[config.mk]
export PLATFORM = sky130hd
export DESIGN_NAME = lc3_bus_arbiter
export DESIGN_NICKNAME = d
export VERILOG_FILES = /design/src/rtl/lc3_bus_pkg.sv /design/src/rtl/lc3_bus_arbiter_rr.sv /design/src/rtl/lc3_bus_arbiter.sv
export SDC_FILE = /design/constraint.sdc
export NUM_CORES = 1
export LEC_CHECK = 0
export CELL_PAD_IN_SITES_DETAIL_PLACEMENT = 1
export CELL_PAD_IN_SITES_GLOBAL_PLACEMENT = 1
export CORE_MARGIN = 2
export CORE_UTILIZATION = 26
export DETAILED_ROUTE_END_ITERATION = 8
export PLACE_DENSITY = 0.85
export SKIP_CTS_REPAIR_TIMING = 1
export SLEW_MARGIN = 25
export SYNTH_ARGS = -nofsm -noshare
export SYNTH_HDL_FRONTEND = slang
export SYNTH_SLANG_ARGS = --single-unit
[constraint.sdc]
create_clock -name Clk -period 3.1 [get_ports Clk]
set_input_delay 0.62 -clock Clk [delete_from_list [all_inputs] [get_ports Clk]]
set_output_delay 0.62 -clock Clk [all_outputs]
set_load 0.01 [all_outputs]
[src/rtl/lc3_bus_pkg.sv]
// Shared types and helpers for the LC-3 bus arbiter: state encoding, default sizes,
// and a one-hot to index encoder.
package lc3_bus_pkg;

  typedef enum logic {S_EMPTY = 1'b0, S_FULL = 1'b1} bus_state_t;

  localparam int WIDTH_DEF = 16;
  localparam int N_SRC_DEF = 4;

  // OR-reduction encoder; assumes at most one bit of oh is set
  function automatic int unsigned onehot_to_idx(input logic [31:0] oh);
    int unsigned idx;
    idx = 32'd0;
    for (int i = 0; i < 32; i++) begin
      if (oh[i]) begin
        idx = idx | unsigned'(i);
      end else begin
        idx = idx;
      end
    end
    return idx;
  endfunction

endpackage

[src/rtl/lc3_bus_arbiter_rr.sv]
// Combinational bus arbiter: round-robin search from ptr+1, or fixed lowest-index
// priority, producing a one-hot grant, its index and a contention flag.
module rr_arbiter
  import lc3_bus_pkg::*;
#(
  parameter int N_SRC   = 4,
  parameter int RR_MODE = 1,
  localparam int IDX_W  = $clog2(N_SRC)
) (
  input  logic [N_SRC-1:0] req,
  input  logic [IDX_W-1:0] ptr,
  input  logic             en,
  output logic [N_SRC-1:0] grant,
  output logic [IDX_W-1:0] index,
  output logic             multi
);

  logic [IDX_W-1:0] pos_s;
  logic             found_s;

  // first requester in search order takes the bus
  always_comb begin
    grant   = '0;
    pos_s   = '0;
    found_s = 1'b0;
    if (en) begin
      for (int k = 0; k < N_SRC; k++) begin
        if (RR_MODE != 0) begin
          pos_s = IDX_W'((int'(ptr) + 1 + k) % N_SRC);
        end else begin
          pos_s = IDX_W'(k);
        end
        if (req[pos_s] && !found_s) begin
          grant[pos_s] = 1'b1;
          found_s      = 1'b1;
        end else begin
          found_s = found_s;
        end
      end
    end else begin
      grant = '0;
    end
  end

  // index and contention flag derived from grant and request vector
  always_comb begin
    index = IDX_W'(onehot_to_idx(32'(grant)));
    multi = ($countones(req) > 1);
  end

endmodule

[src/rtl/lc3_bus_arbiter.sv]
// Registered shared-bus arbiter: grants one requesting source per cycle, holds the
// captured word behind a valid/ready handshake and counts contended captures.
module lc3_bus_arbiter
  import lc3_bus_pkg::*;
#(
  parameter int WIDTH   = WIDTH_DEF,
  parameter int N_SRC   = N_SRC_DEF,
  parameter int RR_MODE = 1,
  parameter int CNT_W   = 8,
  localparam int IDX_W  = $clog2(N_SRC)
) (
  input  logic                        Clk,
  input  logic                        Reset,
  input  logic [N_SRC-1:0]            Req,
  input  logic [N_SRC-1:0][WIDTH-1:0] Data,
  output logic [N_SRC-1:0]            Grant,
  output logic                        Out_valid,
  input  logic                        Out_ready,
  output logic [WIDTH-1:0]            Out_data,
  output logic [IDX_W-1:0]            Out_src,
  input  logic                        Clr_stats,
  output logic [CNT_W-1:0]            Contention_cnt
);

  localparam logic [CNT_W-1:0] CNT_MAX = {CNT_W{1'b1}};

  bus_state_t       state_r, state_nx_s;
  logic             can_load_s, capture_s, multi_s;
  logic [N_SRC-1:0] grant_s;
  logic [IDX_W-1:0] idx_s, ptr_r, src_r;
  logic [WIDTH-1:0] data_r;
  logic [CNT_W-1:0] cnt_r;

  assign can_load_s = (state_r == S_EMPTY) || Out_ready;
  assign capture_s  = |grant_s;

  // grant is gated by reset so nothing is offered while the block is held
  rr_arbiter #(.N_SRC(N_SRC), .RR_MODE(RR_MODE)) u_arb (
    .req   (Req),
    .ptr   (ptr_r),
    .en    (can_load_s && Reset),
    .grant (grant_s),
    .index (idx_s),
    .multi (multi_s)
  );

  // state register
  always_ff @(posedge Clk) begin
    if (!Reset) state_r <= S_EMPTY;
    else        state_r <= state_nx_s;
  end

  // next-state: a capture always leaves the register full
  always_comb begin
    state_nx_s = state_r;
    case (state_r)
      S_EMPTY: state_nx_s = capture_s ? S_FULL : S_EMPTY;
      S_FULL:  state_nx_s = (Out_ready && !capture_s) ? S_EMPTY : S_FULL;
      default: state_nx_s = S_EMPTY;
    endcase
  end

  // outputs
  always_comb begin
    Grant          = grant_s;
    Out_valid      = (state_r == S_FULL);
    Out_data       = data_r;
    Out_src        = src_r;
    Contention_cnt = cnt_r;
  end

  // output word, source tag and round-robin pointer update on capture only
  always_ff @(posedge Clk) begin
    if (!Reset) begin
      data_r <= '0;
      src_r  <= '0;
      ptr_r  <= IDX_W'(N_SRC - 1);
    end else if (capture_s) begin
      data_r <= Data[idx_s];
      src_r  <= idx_s;
      ptr_r  <= idx_s;
    end
  end

  // saturating contention counter; clear dominates a coincident increment
  always_ff @(posedge Clk) begin
    if (!Reset || Clr_stats) cnt_r <= '0;
    else if (capture_s && multi_s && (cnt_r != CNT_MAX)) cnt_r <= cnt_r + {{(CNT_W-1){1'b0}}, 1'b1};
  end

endmodule

Word-level counts from Yosys, hierarchy flattened. Index checks and enable logic that the tools add are counted.

Bitwise logic cells: 4. Add/subtract/negate cells: 8. Mux-type cells: 42. Equal/unequal tests: 1. Reductions and logical operators: 19. Magnitude comparators: 10.

Operators by type and width (count): adder 32 bit (1); binary-select mux 16 bit (select 2 bit) (1); greater-than comparator 32 x 2 -> 1 bit (second input constant) (1); 2-to-1 mux 4 bit (8); 2-to-1 mux 1 bit (17); 2-to-1 mux 16 bit (1); less-than comparator 2 x 3 -> 1 bit (second input constant) (5); 2-to-1 mux 2 bit (6); bitwise OR 4 bit (3); logical AND 1 bit (11); adder 8 x 1 -> 8 bit (second input constant) (1); binary-select mux 1 bit (select 2 bit) (4); demux 1 bit (select 2 bit) (4); >= comparator 2 x 1 -> 1 bit (second input constant) (4); != test 8 bit (second input constant) (1); zero test 1 bit (5); adder 1 x 1 -> 2 bit (2); adder 2 x 1 -> 2 bit (second input constant) (2); adder 2 bit (second input constant) (2); OR reduction 4 bit (1); logical OR 1 bit (2); case mux 1 bit (2 select lines) (1); NOT 1 bit (1).

Output and inout bits: 31. Word-level logic and storage cells: 89. Register bits after elaboration: 29.

Depth between registers and ports, before layout. Gate-level depths: netlist (run 1).

Depth after elaboration: 25. Depth in mapped cells: 14.

By module. A second synthesis (run 1) with hierarchy kept.

Cells, all modules: 229. Area total of the unflattened synthesis: 2099.5 um^2.

Modules (own cells, without submodules): lc3_bus_arbiter (area each 1572.8 um^2, sequential area each 580.6 um^2, instances 1, cells an instance 155); rr_arbiter (area each 526.8 um^2, sequential area each 0.0 um^2, instances 1, cells an instance 74).

Worst setup path after synthesis (run 1). OpenSTA, ideal clock, no wires.

Kind: reg-to-reg. From: reg ptr_r[0]. To: reg data_r[10] (netlist: Out_data[10]). Clock period less this slack: 3.120 ns. Slack: -0.020 ns. Stages on the path, launching flop included: 15. Buffers on the path: 3. Arrival time: 2.996 ns. Cell sequence: dfxtp_1 -> buf_6 -> inv_1 -> ha_1 -> mux4_2 -> a21o_1 -> a32oi_2 -> nand3_2 -> nand3_4 -> inv_4 -> or4_4 -> buf_6 -> buf_6 -> o21ai_1 -> a21oi_1.

Cells in the longest elaborated chain, start to end: 23. Elaborated cells on any way between the ends: 65.

RTL lines: start: declaration (line lc3_bus_arbiter.sv:30) `logic [IDX_W-1:0] idx_s, ptr_r, src_r;`; start signal: assignment (line lc3_bus_arbiter.sv:77) `ptr_r <= IDX_W'(N_SRC - 1);`; start signal: assignment (line lc3_bus_arbiter.sv:81) `ptr_r <= idx_s;`; adder 2 x 1 -> 2 bit * (line lc3_bus_arbiter_rr.sv:29) `pos_s = IDX_W'((int'(ptr) + 1 + k) % N_SRC);`; parallel branches: the longest is 15 deep, another holds less-than comparator 2 x 3 -> 1 bit; 2-to-1 mux 4 bit * (line lc3_bus_arbiter_rr.sv:33) `if (req[pos_s] && !found_s) begin`; 2-to-1 mux 4 bit * (line lc3_bus_arbiter_rr.sv:26) `if (en) begin`; net Grant[1] (line lc3_bus_arbiter.sv:16) `output logic [N_SRC-1:0] Grant,`; 2-to-1 mux 1 bit (line lc3_bus_pkg.sv:15) `if (oh[i]) begin`; 2-to-1 mux 2 bit (2 in a row) (line lc3_bus_pkg.sv:15); binary-select mux 16 bit (select 2 bit) (line lc3_bus_arbiter.sv:79) `data_r <= Data[idx_s];`; 2-to-1 mux 16 bit (not written as such) (line lc3_bus_arbiter.sv:79); end signal: assignment (line lc3_bus_arbiter.sv:79); end: declaration (line lc3_bus_arbiter.sv:31) `logic [WIDTH-1:0] data_r;`.

Mark *: on every way through the listed nets, which the timed path passes. The select of a mux whose other input is x is not followed. A chain may end at the register's enable or synchronous reset.

Worst setup path in the final report (run 1).
From: reg ptr_r[1]. To: out Grant[1].

Cells in the longest elaborated chain, start to end: 18. Elaborated cells on any way between the ends: 59.

RTL lines (line): adder 2 x 1 -> 2 bit * (lc3_bus_arbiter_rr.sv:29); parallel branches: the longest is 15 deep, another holds less-than comparator 2 x 3 -> 1 bit; 2-to-1 mux 4 bit * (lc3_bus_arbiter_rr.sv:33); 2-to-1 mux 4 bit * (lc3_bus_arbiter_rr.sv:26); end: declaration (lc3_bus_arbiter.sv:16).

Mark *: on every way between the ends. The select of a mux whose other input is x is not followed.

==> results.cfg, run 1 <==
[timing]
hold_viol = 0
setup-violations-final = 0
worst-slew-pin-transition_ns = 0.3449
clock-skew-final_ns = 0.01095
finalCritPeriodShare_pct = 94.31
final-max-slew-violation-count = 0
slew-limit-headroom_pct = 76.81
max_freq_ghz = 0.3420
holdWs_ns = 0.4748
rsz0062_at_grt = false
final.min_clock_period_ns = 2.924

[job]
reported_max_cap_violation_count = 0

[setup_path]
critPathRequiredTime_ns = 2.48
cp_max_fo = 7
criticalPathCategory = reg -> out
cp-end-kind = output pin
arrival_ns = 2.30
timing.reg2reg.setup_slack_ns = 0.19
setup.worst_path.start_class = register

[drt]
drt_drc_violations_left = 0
drtPass1Iterations = 4
routed_wl_mm = 7.952
drt_iter0_drc = 89
route.vias.total = 2437
post_drt_via_cell_ratio = 5.286
antenna_left = 0
detail_route.wl_per_cell_um = 17.25

[global_routing]
first_global_vias = 2589
grt_overflow = 0
antenna_violations_before_repair = 0
grt_first_pass_wirelength_mm = 12.27
globalRouteTotalUtil_pct = 17.75
grt_start_max_net_pins = 24

[clock_tree]
tritoncts = yes
clkLatencyLatePin_ns = 0.29
root_buffer = sky130_fd_sc_hd__clkbuf_8
clock_tree.htree_level_count = 2
clk_transition_reported_paths_ns = 0.07
tritoncts_sinks = 29
cts_made_buffers = 5
maximum_number_of_buffers_from_clock_root_to_sink = 2

[power]
p_sw_w = 0.001311
p_clk_share_pct = 10.2
largest_voltage_drop_on_the_vdd_net_mv = 0.3014
cellPowerDensity_mw_per_mm2 = 855.6
static-leakage-power_nw = 1.430
power.share.switching_pct = 43.41
power_frac_comb_pct = 72.0
seqPwrFrac_pct = 17.8
total_power_w = 0.003020
cellInternalPower_w = 0.001709

[synthesis]
number_of_flops_mapped_to_enable_cells_by_yosys = 0
synthSimpleGateAreaFrac_pct = 16.69
main_combinational_cell_family_by_area_after_synthesis = compound AO/OA/AOI/OAI gates
synthDistinctLibCells = 55
dominantRegCellSynth = sky130_fd_sc_hd__dfxtp_1
synth_compound_area_share_pct = 37.12
synth_cells = 227
post_synth_fa_ha_maj_area_fraction_pct = 7.730
mean_syn_cell_area_um2 = 8.984
synth_async_sr_flop_share_pct = 0
synthesized_net_count = 311
synthXorXnorAreaFrac_pct = 0.4294
yosys-mux-area-fraction_pct = 4.601
yosysWarningCount = 0
synth_seq_area_share_pct = 28.47
number_of_register_bits_inferred_by_synthesis = 29
netlist_area_mm2 = 0.002039

[cells_and_area]
num-nets-final = 442
total_of_fill_cells_in_the_finished_design = 874
multiInputGateArea_mm2 = 0.001398
final_common_cell = sky130_fd_sc_hd__clkdlybuf4s50_1
flow.area_growth_from_synthesis_pct = 73.07
sequential_cell_area_um2 = 581.8
final-instance-count-excl-fill = 461
antenna-diode-count = 0
most_used_cells_in_the_layout_excluding_fill_and_tap_cells = sky130_fd_sc_hd__clkdlybuf4s50_1 (94), sky130_fd_sc_hd__buf_4 (29), sky130_fd_sc_hd__dfxtp_1 (28)
share_of_layout_cells_above_drive_strength_1_pct = 18.11
post-route-cell-area_mm2 = 0.003530

[floorplanning]
fp.dieArea_mm2 = 0.008568
rows = 32
io_count = 103
die_x_um = 92.57
initial_core_util_pct = 26.67
die_h_um = 92.57
design.core.area_mm2 = 0.007647

[hold_path]
worstHoldPathType = reg -> reg

[place]
post-dp-hpwl_mm = 6.059
numPlacedInstances = 448
placed_instance_area_mm2 = 0.003368
portBuffers = 102
place_congestion = 0.9010

[outcome]
status = finished, final reports clean
-- final timing paths --
kind,to,cells past startpoint,start
worst min register to register,Out_src[1]$_SDFFE_PN0P_,2,Out_src[1]$_SDFFE_PN0P_
worst max register to register,Contention_cnt[5]$_SDFFE_PP0P_,11,ptr_r[1]$_SDFFE_PN1P_
worst min-delay path,Out_src[1]$_SDFFE_PN0P_,2,Out_src[1]$_SDFFE_PN0P_
worst max-delay path,Grant[1],9,ptr_r[1]$_SDFFE_PN1P_
-- critical path, stage by stage, from the launching register on --
cell,delay (ns)
sky130_fd_sc_hd__dfxtp_1,0.33
sky130_fd_sc_hd__inv_1,0.10
sky130_fd_sc_hd__ha_2,0.41
sky130_fd_sc_hd__mux4_2,0.38
sky130_fd_sc_hd__a21o_1,0.19
sky130_fd_sc_hd__a32oi_2,0.15
sky130_fd_sc_hd__nand3_2,0.12
sky130_fd_sc_hd__nand3_4,0.13
sky130_fd_sc_hd__inv_4,0.04
sky130_fd_sc_hd__dlymetal6s2s_1,0.17
-- area by class of cell --
cell class	instances	area share, %
tap	102	3.616
sequential	29	16.48
clock buffer	5	1.950
timing repair buffer	134	37.15
inverter	6	0.7090
multi-input combinational	182	39.60
clock inverter	3	0.4963
-- power by group through the flow --
stage | Sequential [W] | Clock (W) | Combinational [W]
after detailed placement | 0.000548 | 0 | 0.00203
after floorplan | 0.000597 | 0 | 0.00117
after global placement | 0.000543 | 0 | 0.00197
final | 0.000539 | 0.000307 | 0.00217
after global routing | 0.000553 | 0.000334 | 0.00237
after CTS | 0.000540 | 0.000316 | 0.00204
-- state kept, by name, summed over array words and instances, names as in the netlist --
register / count
Contention_cnt: 8
Out_data: 16
Out_src: 2
Out_valid: 1
ptr_r: 2
-- per-stage QoR --
stage | setup slack, ns | util [%] | TNS (ns)
global placement | -0.2931 | 44.04 | -7.480
global route | 0.01389 | 46.16 | 0
CTS | -0.3734 | 45.17 | -2.274
finish | 0.1763 | 46.16 | 0
floorplan | 0.06769 | - | 0
detailed placement | -0.3699 | 44.04 | -9.460
-- cell families after synthesis --
group | after synthesis
compound gates | 105
simple gates | 55
flops | 29
buf+inv | 18
mux | 7
xor+xnor | 1
fa+ha+maj | 12
-- cells in the mapped netlist, types with 4 or more instances --
| master | n | area (um^2) |
|---|---|---|
| sky130_fd_sc_hd__o211ai_1 | 6 | 45.04 |
| sky130_fd_sc_hd__a31oi_1 | 4 | 25.02 |
| sky130_fd_sc_hd__nand2b_1 | 4 | 25.02 |
| sky130_fd_sc_hd__o21ai_1 | 16 | 80.08 |
| sky130_fd_sc_hd__a21oi_1 | 21 | 105.1 |
| sky130_fd_sc_hd__buf_2 | 4 | 20.02 |
| sky130_fd_sc_hd__o221ai_1 | 16 | 140.1 |
| sky130_fd_sc_hd__ha_1 | 11 | 137.6 |
| sky130_fd_sc_hd__nand2_1 | 15 | 56.30 |
| sky130_fd_sc_hd__a22oi_1 | 16 | 120.1 |
| sky130_fd_sc_hd__clkbuf_1 | 4 | 15.01 |
| sky130_fd_sc_hd__dfxtp_1 | 29 | 580.6 |
| sky130_fd_sc_hd__and3_1 | 4 | 25.02 |
| sky130_fd_sc_hd__and2_1 | 5 | 31.28 |
| sky130_fd_sc_hd__inv_1 | 5 | 18.77 |
| sky130_fd_sc_hd__nor2_1 | 9 | 33.78 |
-- per-layer routing --
layer / global-route usage (%) / wire, um / vias to the layer above
li1: - / - / 1165
met1: 20.60 / 3288 / 1185
met2: 32.36 / 4098 / 79
met3: 5.045 / 480 / 8
met4: 3.607 / 85 / 0
met5: 0 / 0 / -
Power figures use the tool's default switching activity.
==> run 2: changes to the inputs <==
SKIP_CTS_REPAIR_TIMING = default   (was 1)
==> run 2 against run 1 <==
Against the previous run: global-route usage increased by 0.086 points; maximum frequency decreased by 4.2%; worst setup slack worse by 0.13 ns; flip-flop and latch count unchanged; total power is 2.9% lower; die area unchanged; hold slack got worse by 0.0035 ns; register-to-register slack barely moved; critical endpoint unchanged; combinational power is 4% lower; utilization decreased by 0.57 points.
==> results.cfg, run 2 (synthesis gave the netlist of run 1 again) <==
[floorplanning]
design.core.area_mm2 = 0.007647
initial_core_util_pct = 26.67
die_x_um = 92.57
die_h_um = 92.57
rows = 32
io_count = 103
fp.dieArea_mm2 = 0.008568

[setup_path]
setup.worst_path.start_class = input port
arrival_ns = 2.43
critPathRequiredTime_ns = 2.48
criticalPathCategory = in -> out
cp_max_fo = 6
cp-end-kind = output pin

[timing]
finalWorstSetupSlack_ns = 0.04894
final.min_clock_period_ns = 3.051
max_freq_ghz = 0.3278
clock-skew-final_ns = 0.01052
finalCritPeriodShare_pct = 98.42
hold_viol = 0
rsz0062_at_grt = false
worst-slew-pin-transition_ns = 0.3437
final-max-slew-violation-count = 0
setup-violations-final = 0
slew-limit-headroom_pct = 76.89

[cells_and_area]
post-route-cell-area_mm2 = 0.003486
antenna-diode-count = 0
final_common_cell = sky130_fd_sc_hd__clkdlybuf4s50_1
flow.area_growth_from_synthesis_pct = 70.92
multiInputGateArea_mm2 = 0.001384
sequential_cell_area_um2 = 581.8
layout.core_utilization_pct = 45.58
total_of_fill_cells_in_the_finished_design = 875
num-nets-final = 439
share_of_layout_cells_above_drive_strength_1_pct = 17.70
most_used_cells_in_the_layout_excluding_fill_and_tap_cells = sky130_fd_sc_hd__clkdlybuf4s50_1 (94), sky130_fd_sc_hd__dfxtp_1 (28), sky130_fd_sc_hd__buf_4 (27)
number_of_flip_flops_under_the_largest_register_name = 16

[clock_tree]
tritoncts = yes
clkLatencyLatePin_ns = 0.28
clk_transition_reported_paths_ns = 0.07
cts_hold_buf = 0
tritoncts_sinks = 29
maximum_number_of_buffers_from_clock_root_to_sink = 2
clock_tree.htree_level_count = 2
root_buffer = sky130_fd_sc_hd__clkbuf_8
cts_made_buffers = 5

[drt]
drt_drc_violations_left = 0
routed_wl_mm = 7.610
route.vias.total = 2389
antenna_left = 0
detail_route.wl_per_cell_um = 16.62
drt_iter0_drc = 88
post_drt_via_cell_ratio = 5.216
drtPass1Iterations = 4

[place]
placed_instance_area_mm2 = 0.003368
post-dp-hpwl_mm = 6.059
portBuffers = 102
place_congestion = 0.9010
place_worst_setup_slack_ns = -0.3699

[hold_path]
worstHoldPathType = reg -> reg

[outcome]
status = finished, final reports clean

[power]
static-leakage-power_nw = 1.343
cellPowerDensity_mw_per_mm2 = 841.6
largest_voltage_drop_on_the_vdd_net_mv = 0.2947

[job]
reported_max_cap_violation_count = 0

[global_routing]
first_global_vias = 2589
antenna_violations_before_repair = 0
grt_first_pass_wirelength_mm = 12.32
grt_start_max_net_pins = 24
grt_overflow = 0
globalRouteTotalUtil_pct = 17.83
## run 2: cell count changes in the layout (fill, tap and decap cells not counted)
| cell | change |
|---|---|
| sky130_fd_sc_hd__ha_4 | +1 |
| sky130_fd_sc_hd__dlygate4sd2_1 | +7 |
| sky130_fd_sc_hd__ha_2 | -1 |
| sky130_fd_sc_hd__nor2_1 | -1 |
| sky130_fd_sc_hd__mux2_4 | -1 |
| sky130_fd_sc_hd__buf_6 | +1 |
| sky130_fd_sc_hd__mux2_2 | +1 |
| sky130_fd_sc_hd__or4_4 | -2 |
| sky130_fd_sc_hd__dlymetal6s2s_1 | -7 |
| sky130_fd_sc_hd__buf_4 | -2 |
| sky130_fd_sc_hd__nor2_2 | +1 |
## run 2: path summary, 6_finish.rpt
kind	startpoint	endpoint	slack [ns]	depth (start not counted)
hold / removal	Out_src[1]$_SDFFE_PN0P_	Out_src[1]$_SDFFE_PN0P_	0.47	2
setup / recovery	Req[1]	Grant[1]	0.05	9
hold reg to reg	Out_src[1]$_SDFFE_PN0P_	Out_src[1]$_SDFFE_PN0P_	0.47	2
setup reg to reg	ptr_r[0]$_SDFFE_PN1P_	Out_data[10]$_SDFFE_PN0P_	0.18	12
## run 2: final cells by class
type	instances	share of cell area [%]
clock buffers	5	1.974
inverters	6	0.7179
multi-input cells	180	39.70
repair buffers	133	36.76
flip-flops and latches	29	16.69
well taps	102	3.661
clock inverters	3	0.5025
## run 2: through the flow
stage	setup TNS [ns]	power (W)	std cells	hold slack, ns
after detailed placement	-9.460	0.002573	448	0.4666
after global placement	-7.480	0.002514	448	0.4545
after global routing	0	0.003180	458	0.4941
after floorplan	0	0.001764	227	0.4876
after CTS	0	0.002895	457	0.4761
final	0	0.002934	458	0.4713
## run 2: worst max-delay path, stage by stage
cell                            delay, ns
sky130_fd_sc_hd__dlygate4sd2_1       0.28
sky130_fd_sc_hd__mux2_2              0.32
sky130_fd_sc_hd__buf_4               0.16
sky130_fd_sc_hd__a22o_1              0.24
sky130_fd_sc_hd__a32oi_2             0.22
sky130_fd_sc_hd__nand3_2             0.14
sky130_fd_sc_hd__nand3_4             0.13
sky130_fd_sc_hd__inv_4               0.04
sky130_fd_sc_hd__dlygate4sd2_1       0.28
## run 2: report_power, final
group	total, W	switching (W)	internal (W)	leakage [nW]
sequential	0.000541	0.0000566	0.000485	0.238
clock	0.000304	0.000149	0.000155	0.0439
combinational	0.00209	0.00106	0.00102	1.06
## run 2: layer usage
metal / global-route usage, % / wire length, um
met5: 0 / 0
met4: 3.234 / 54
met3: 5.126 / 517
met2: 32.66 / 3959
met1: 20.70 / 3079
## run 2: repair_timing
item | CTS | global route
hold endpoints to repair | 0 | 0
endpoints found under the setup margin | 21 | 21
gates resized for setup | 8 | 9
gates cloned | 0 | 0
setup buffers | 1 | 1
pin swaps | 2 | 3
==> run 3: changes to the inputs <==
CELL_PAD_IN_SITES_DETAIL_PLACEMENT = default   (was 1)
CELL_PAD_IN_SITES_GLOBAL_PLACEMENT = default   (was 1)
CORE_UTILIZATION = 33   (was 26)
CTS_CLUSTER_DIAMETER = 80   (was default)
PLACE_DENSITY = 0.79   (was 0.85)
==> run 3 against run 2 <==
Against the previous run: sequential power is essentially flat; register-to-register slack lost 0.05 ns; first-iteration DRC count grew 32%; routed wire length shrank 10%; final cell count shrank 5.5%; flip-flop and latch count is the same; clock power is essentially flat; global-route usage grew 2.6 points; total power shrank 1.5%; hold slack gained 0.0050 ns; cell area shrank 0.86%; non-clock buffer count grew 2; critical path type unchanged.
==> results.cfg, run 3 (synthesis gave the netlist of run 1 again) <==
[outcome]
status = finished, final reports clean

[job]
reported_max_cap_violation_count = 0

[clock_tree]
tritoncts = yes
tritoncts_sinks = 29
clkLatencyLatePin_ns = 0.28
root_buffer = sky130_fd_sc_hd__clkbuf_8
maximum_number_of_buffers_from_clock_root_to_sink = 2
clk_transition_reported_paths_ns = 0.06
cts_hold_buf = 0
cts_made_buffers = 5
clock_tree.htree_level_count = 2

[cells_and_area]
flow.area_growth_from_synthesis_pct = 69.45
num-nets-final = 441
share_of_layout_cells_above_drive_strength_1_pct = 17.60
final_common_cell = sky130_fd_sc_hd__clkdlybuf4s50_1
most_used_cells_in_the_layout_excluding_fill_and_tap_cells = sky130_fd_sc_hd__clkdlybuf4s50_1 (94), sky130_fd_sc_hd__buf_4 (30), sky130_fd_sc_hd__dfxtp_1 (28)
final-instance-count-excl-fill = 433
layout.core_utilization_pct = 58.03
number_of_flip_flops_under_the_largest_register_name = 16
antenna-diode-count = 0

[timing]
hold_viol = 0
finalCritPeriodShare_pct = 97.44
rsz0062_at_grt = false
tns_ns = 0
max_freq_ghz = 0.3311
slew-limit-headroom_pct = 77.19
setup-violations-final = 0
final-max-slew-violation-count = 0
final.min_clock_period_ns = 3.021
holdWs_ns = 0.4764
clock-skew-final_ns = 0.009793
finalWorstSetupSlack_ns = 0.07943
worst-slew-pin-transition_ns = 0.3327

[global_routing]
grt_first_pass_wirelength_mm = 10.72
grt_overflow = 0
first_global_vias = 2371
grt_start_max_net_pins = 24
globalRouteTotalUtil_pct = 20.40
antenna_violations_before_repair = 0

[place]
place_congestion = 0.8634
numPlacedInstances = 424
portBuffers = 102
post-dp-hpwl_mm = 5.261
place_worst_setup_slack_ns = -0.4393

[drt]
drt_iter0_drc = 116
routed_wl_mm = 6.831
drt_drc_violations_left = 0
detail_route.wl_per_cell_um = 15.78
post_drt_via_cell_ratio = 5.469
route.vias.total = 2368
antenna_left = 0
drtPass1Iterations = 4

[power]
static-leakage-power_nw = 1.362
largest_voltage_drop_on_the_vdd_net_mv = 0.4145
cellPowerDensity_mw_per_mm2 = 835.7

[floorplanning]
die_h_um = 82.62
fp.dieArea_mm2 = 0.006825
io_count = 103
rows = 28
initial_core_util_pct = 34.24
die_x_um = 82.62
design.core.area_mm2 = 0.005956

[setup_path]
cp_max_fo = 8
critPathRequiredTime_ns = 2.48
cp-end-kind = output pin
setup.worst_path.start_class = input port
criticalPathCategory = in -> out
arrival_ns = 2.40

[hold_path]
worstHoldPathType = reg -> reg
## run 3: where the power goes
| part | total (W) | switching, W | leakage [nW] | internal (W) |
|---|---|---|---|---|
| Clock | 0.000301 | 0.000145 | 0.0450 | 0.000155 |
| Combinational | 0.00205 | 0.00103 | 1.08 | 0.00102 |
| Sequential | 0.000542 | 0.0000574 | 0.238 | 0.000485 |
## run 3: area by class of cell
type	count	area [um^2]
clock inverter	2	10.01
tap	75	93.84
sequential	29	581.8
timing repair buffer	135	1296
inverter	6	25.02
clock buffer	6	72.57
multi-input combinational	180	1376
fill	532	2500
## run 3: path summary, 6_finish.rpt
kind,to,slack (ns),cells after the start,startpoint
worst min-delay path,Out_src[1]$_SDFFE_PN0P_,0.48,2,Out_src[1]$_SDFFE_PN0P_
worst min register to register,Out_src[1]$_SDFFE_PN0P_,0.48,2,Out_src[1]$_SDFFE_PN0P_
worst max register to register,Out_data[11]$_SDFFE_PN0P_,0.13,11,ptr_r[1]$_SDFFE_PN1P_
worst max-delay path,Grant[1],0.08,9,Req[1]
## run 3: critical path: stages
cell                            delay [ns]
sky130_fd_sc_hd__dlygate4sd2_1        0.31
sky130_fd_sc_hd__mux2_4               0.30
sky130_fd_sc_hd__buf_4                0.15
sky130_fd_sc_hd__and4_1               0.21
sky130_fd_sc_hd__o211ai_1             0.24
sky130_fd_sc_hd__nand3_2              0.15
sky130_fd_sc_hd__nand3_4              0.10
sky130_fd_sc_hd__inv_4                0.03
sky130_fd_sc_hd__dlygate4sd2_1        0.29
## run 3: routing by layer
layer  vias to the layer above  part of all wire, %  global-route usage [%]
li1                       1156                    -                       -
met1                      1104                   42                   26.26
met2                       102                   49                   32.82
met3                         6                  7.7                   5.978
met4                         0                 0.98                   6.393
met5                         -                    0                       0
## run 3: metrics by stage
step,area [um^2],power (W)
2_1_floorplan,2041,0.001764
3_3_place_gp,3357,0.002511
3_5_place_dp,3357,0.002553
4_1_cts,3452,0.002891
5_1_grt,3456,0.003105
6_report,3456,0.002888
## run 3: repair_timing
item,CTS,global route
gates cloned,0,0
gates resized for setup,12,1
setup buffers,1,0
setup endpoints to repair,22,2
pin swaps,3,2
